==> config.mk <==
export PLATFORM = sky130hd
export DESIGN_NAME = plot_stream_sink
export DESIGN_NICKNAME = d
export VERILOG_FILES = /design/src/rtl/plot_stream_sink.sv
export SDC_FILE = /design/constraint.sdc
export NUM_CORES = 1
export LEC_CHECK = 0
export BUFFER_PORTS_ARGS = -buffer_cell sky130_fd_sc_hd__buf_2
export CORE_MARGIN = 8
export CORE_UTILIZATION = 54
export DETAILED_ROUTE_END_ITERATION = 10
export PLACE_DENSITY = 0.8
export SETUP_SLACK_MARGIN = 0.02
export SYNTH_ARGS = -nofsm -noshare
export SYNTH_HDL_FRONTEND = slang
export SYNTH_SLANG_ARGS = --single-unit
==> constraint.sdc <==
create_clock -name clk -period 2.95 [get_ports clk]
set_input_delay 0 -clock clk [delete_from_list [all_inputs] [get_ports clk]]
set_output_delay 0 -clock clk [all_outputs]
set_load 0.005 [all_outputs]
==> src/rtl/plot_stream_sink.sv <==
// Pixel-plot sink: buffers drawer pixels in a small FIFO, drains them into a 160x120
// framebuffer write port, sweeps full-frame clears. Optional macro: PLOT_TRANSPARENT_EN.
module plot_stream_sink #(
    parameter int         DEPTH         = 4,
    parameter int         SYMBOL_PIXELS = 51,
    parameter logic [2:0] BG_COLOUR     = 3'b000
) (
    input  logic        clk,
    input  logic        reset,
    input  logic        plot,
    input  logic [7:0]  x,
    input  logic [6:0]  y,
    input  logic [2:0]  colour,
    output logic        ready,
    input  logic        fb_busy,
    output logic        fb_we,
    output logic [14:0] fb_addr,
    output logic [2:0]  fb_data,
    input  logic        frame_clear,
    output logic        clearing,
    output logic        sym_done,
    output logic [7:0]  drop_count,
    output logic [1:0]  state_dbg
);

    localparam int          AW        = $clog2(DEPTH);
    localparam int          PW        = AW + 1;
    localparam logic [14:0] LAST_ADDR = 15'd19199;
    localparam logic [5:0]  SYM_LAST  = 6'(SYMBOL_PIXELS - 1);

    typedef enum logic [1:0] {
        IDLE  = 2'd0,
        DRAIN = 2'd1,
        CLEAR = 2'd2
    } state_t;

    state_t        state, state_nx;
    logic [17:0]   mem [DEPTH];
    logic [PW-1:0] wptr, rptr, wptr_nx, rptr_nx;
    logic          clear_pending;
    logic [14:0]   clr_addr;
    logic [5:0]    sym_cnt;

    logic          accept, in_range, transparent, push, pop, bypass;
    logic          fifo_empty, fifo_full;
    logic [14:0]   in_addr;
    logic [17:0]   head;

    // Handshake: a pixel transfers in any cycle where plot and ready are both high;
    // ready never looks at a same-cycle pop, and a drawer seeing ready low holds its pixel.
    assign ready    = !reset && !fifo_full && (state != CLEAR) && !clear_pending;
    assign accept   = plot && ready;
    assign in_range = (x <= 8'd159) && (y <= 7'd119);

`ifdef PLOT_TRANSPARENT_EN
    assign transparent = (colour == 3'b000);
`else
    assign transparent = 1'b0;
`endif

    assign push       = accept && in_range && !transparent;
    assign in_addr    = {1'b0, y, 7'b0} + {3'b0, y, 5'b0} + {7'b0, x};
    assign fifo_empty = (wptr == rptr);
    assign fifo_full  = (wptr[AW] != rptr[AW]) && (wptr[AW-1:0] == rptr[AW-1:0]);

    // An empty FIFO lets the incoming pixel fall straight through to the write register.
    assign head    = fifo_empty ? {in_addr, colour} : mem[rptr[AW-1:0]];
    assign pop     = !fb_busy && (state != CLEAR) && (!fifo_empty || push);
    assign bypass  = pop && fifo_empty;
    assign wptr_nx = wptr + PW'(push && !bypass);
    assign rptr_nx = rptr + PW'(pop && !bypass);

    assign clearing  = (state == CLEAR);
    assign state_dbg = state;

    always_comb begin
        state_nx = state;
        case (state)
            IDLE: begin
                if (clear_pending)
                    state_nx = CLEAR;
                else if (wptr_nx != rptr_nx)
                    state_nx = DRAIN;
            end
            DRAIN: begin
                if (wptr_nx == rptr_nx)
                    state_nx = clear_pending ? CLEAR : IDLE;
            end
            CLEAR: begin
                if (!fb_busy && (clr_addr == LAST_ADDR))
                    state_nx = IDLE;
            end
            default: state_nx = IDLE;
        endcase
    end

    always_ff @(posedge clk or posedge reset) begin
        if (reset) begin
            state         <= IDLE;
            wptr          <= '0;
            rptr          <= '0;
            clear_pending <= 1'b0;
            clr_addr      <= '0;
        end else begin
            state <= state_nx;
            wptr  <= wptr_nx;
            rptr  <= rptr_nx;
            if (state == CLEAR)
                clear_pending <= 1'b0;
            else if (frame_clear)
                clear_pending <= 1'b1;
            if (state != CLEAR)
                clr_addr <= '0;
            else if (!fb_busy)
                clr_addr <= (clr_addr == LAST_ADDR) ? 15'd0 : clr_addr + 15'd1;
        end
    end

    always_ff @(posedge clk) begin
        if (push && !bypass)
            mem[wptr[AW-1:0]] <= {in_addr, colour};
    end

    // Address/data only move when a write issues, so a stall leaves them stable.
    always_ff @(posedge clk or posedge reset) begin
        if (reset) begin
            fb_we   <= 1'b0;
            fb_addr <= '0;
            fb_data <= '0;
        end else if (state == CLEAR) begin
            fb_we <= !fb_busy;
            if (!fb_busy) begin
                fb_addr <= clr_addr;
                fb_data <= BG_COLOUR;
            end
        end else begin
            fb_we <= pop;
            if (pop) begin
                fb_addr <= head[17:3];
                fb_data <= head[2:0];
            end
        end
    end

    always_ff @(posedge clk or posedge reset) begin
        if (reset) begin
            sym_cnt    <= '0;
            sym_done   <= 1'b0;
            drop_count <= '0;
        end else begin
            sym_done <= accept && in_range && (sym_cnt == SYM_LAST) && !frame_clear;
            if (frame_clear)
                sym_cnt <= '0;
            else if (accept && in_range)
                sym_cnt <= (sym_cnt == SYM_LAST) ? 6'd0 : sym_cnt + 6'd1;
            if (accept && !in_range && (drop_count != 8'hFF))
                drop_count <= drop_count + 8'd1;
        end
    end

endmodule

==> out/metrics.cfg <==
[run]
maxCapViolCount=0

[pwr]
ir_drop_uv=480
finalPower_mw=6.61
swShare=0.342
pwr-share-comb=0.354
power_frac_clock=0.279
cellPowerDensity_nw_per_um2=904
p_int_mw=4.35
switching_power_mw=2.26
leakagePower_nw=3.04
sequentialPowerShare=0.367

[worst_setup_path]
crit_chain=xor2_1 > nor3_1 > nor3_1 > buf_4 > nand2_1 > inv_1 > ha_1 > ha_1 > xor2_1 > nor3_1 > nand3b_1 > o21ai_0
arrival_ns=2.85
rr_startpoint=wptr[0]
worst_path_max_delay_cell=dfrtp_1
startpoint=wptr[0]
critPathMaxStageDelay_ns=0.48
crit_family=simple AND/OR/NAND/NOR gates
critPathMaxFanout=6
crit_top_cell=nor3_1
cp.depth=12
worstPathRequired_ns=3.28
end_kind=register
cp-start-kind=register
worstSetupPathType=reg -> reg
critPathBufInv=2
r2r_cells=12

[layout]
antennaDiodeCount=0
drive_gt1_frac=0.234
fin_util=0.649
multi_input_comb_area_sq_um=2430
instances_no_fill=716
final_area_sq_um=7310
regArea_sq_um=3610
num-nets-final=606
fill_cells=792
synthToLayoutAreaGrowth_pct=18.3

[floorplanning]
die_y_um=123
rows=39
start_util=0.548
fp.dieArea_sq_um=15100
fp.dieW_um=123
num_io_pins=55
coreArea_sq_um=11300

[grt]
antenna_found_initial=0
grt_use_met1=0.238
met2_usage=0.336
grt_pass1_vias=4503
grt-busiest-layer=met2
grt_max_degree=52
grt-ovfl-total=0
grt_use_total=0.201
grt_pass1_wl_um=23300
grtUsageMet3=0.0543

[cts]
clk_latency_ns=0.42
ctsLongestPathBuffers=2
cts_sinks=130
cts_tree=done
path_clk_slew_ns=0.06
cts-root-buf=clkbuf_16
htreeDepth=4
cts_made_buffers=17

[drt]
drc_errors=0
drt-total-wl_um=14200
wire_per_inst_um=19.9
drtIter0Drc=267
vias=4347
routed_via_density=6.07
first_pass_iters=5
antenna_left=0

[worst_hold_path]
min_from=x[5]
worstHoldPathType=in -> reg
whs_path_depth=2

[yosys]
synth_area_sq_um=6180
synth_nets=524
yosysUniqueCellTypes=51
synth.avg_cell_area_sq_um=12.9
synth_cells=478
yosys_warnings=0
synth_ff_type=edfxtp_1
synth_seq_cells=130
synth.area.top_cells=edfxtp_1, dfrtp_1, mux4_2
synthArstFlopShare=0.446
ys_seq_area_frac=0.584
synth_edf_count=72
synth_top_cell_by_area=edfxtp_1
yosys.area.top_type_share=0.350

[timing]
slew_headroom=0.300
fin_tns_setup_ns=0
rsz0062_at_grt=false
hold_slack_ns=0.0190
setup_viol=0
maxSlewViolCount=0
fin_worst_skew_ns=0.0112
worst_slew_pin_slew_ns=1.05
fmax_mhz=398
finalWorstSetupSlack_ns=0.435
fin_crit_ns=2.52
timing.final.crit_share=0.853
finalHoldViolations=0

[place]
pre_cts_ws_ns=0.487
gp_congestion=0.847
place_area_sq_um=6700
dp_hpwl_um=9700
dp.cells=674
io_buffers=54

[outcome]
outcome=completed

==> cells in the final DEF, fill, tap and decap left out, types with 6 or more instances in the layout <==
| master | n |
|---|---|
| nand2_1 | 44 |
| buf_4 | 18 |
| nor2_1 | 26 |
| dlygate4sd3_1 | 10 |
| a21o_1 | 7 |
| o21ai_0 | 20 |
| a21oi_1 | 12 |
| edfxtp_1 | 72 |
| a31oi_1 | 10 |
| xnor2_1 | 18 |
| dfrtp_1 | 58 |
| xor2_1 | 13 |
| mux2_4 | 9 |
| ha_1 | 21 |
| a22o_1 | 7 |
| nor3_1 | 9 |
| and3_1 | 10 |
| buf_2 | 54 |
| inv_1 | 14 |
| clkbuf_16 | 17 |
| nand4_1 | 8 |
| nand3_1 | 21 |
| mux4_2 | 18 |
| or3_1 | 6 |
==> sequential cells by signal, summed over array words and instances, names as in the netlist <==
signal,cells
clr_addr,15
mem,72
fb_addr,15
drop_count,8
rptr,3
fb_data,3
clear_pending,1
state_dbg,2
sym_cnt,6
fb_we,1
sym_done,1
wptr,3
==> path summary, 6_finish.rpt <==
path | endpoint | slack [ns]
worst max-delay path | state_dbg[1] | 0.43
worst min-delay path | mem[2][8] | 0.02
worst max register to register | state_dbg[1] | 0.43
worst min register to register | drop_count[7] | 0.50
max in group asynchronous | fb_data[0] | 1.85
min in group asynchronous | state_dbg[1] | 0.39
==> final cells by class <==
class | instances | share of cell area
Sequential cell | 130 | 0.494
Multi-Input combinational cell | 312 | 0.332
Timing Repair Buffer | 82 | 0.0691
Clock buffer | 22 | 0.0621
Tap cell | 143 | 0.0245
Inverter | 17 | 0.00975
Clock inverter | 10 | 0.00872
==> cell families (layout without fill, tap and decap cells) <==
| kind of cell | count (synthesis) | count (layout) | synth area share |
|---|---|---|---|
| adder cells (fa/ha/maj) | 23 | 23 | 0.0490 |
| flip-flops | 130 | 130 | 0.584 |
| multiplexers | 29 | 29 | 0.0909 |
| AO/OA/AOI/OAI | 79 | 79 | 0.0872 |
| buffers and inverters | 36 | 131 | 0.0253 |
| AND/OR/NAND/NOR | 150 | 150 | 0.119 |
| XOR/XNOR | 31 | 31 | 0.0439 |
==> power by group through the flow <==
stage / logic [mW] / registers, mW / clock network [mW]
global route: 2.55 / 2.46 / 1.94
global placement: 2.23 / 2.44 / 0
floorplan: 1.60 / 2.41 / 0
CTS: 2.34 / 2.43 / 1.85
detailed placement: 2.31 / 2.46 / 0
finish: 2.34 / 2.43 / 1.85
==> cells in the mapped netlist, types with 6 or more instances <==
cell      count
and3_1       10
ha_1         21
nand4_1       8
a22o_1        7
mux4_2       18
a21o_1        7
xnor2_1      18
clkbuf_1     11
edfxtp_1     72
a31oi_1      10
nor3_1       12
inv_1        15
o21ai_0      20
or3_1         6
dfrtp_1      58
nand3_1      21
mux2_4        9
a21oi_1      12
nand2_1      44
xor2_1       13
nor2_1       26
==> routing by layer <==
| layer | up-vias | wire length (um) |
|---|---|---|
| li1 | 1951 | - |
| met1 | 2178 | 5570 |
| met2 | 187 | 7410 |
| met3 | 31 | 887 |
| met4 | 0 | 374 |
| met5 | - | 0 |
==> what timing repair did <==
action	CTS	global route
endpoints found under the hold margin	93	0
setup buffers	0	0
hold buffers	10	0
gates resized for setup	0	0
No activity file was read; power rests on OpenSTA's default activity.
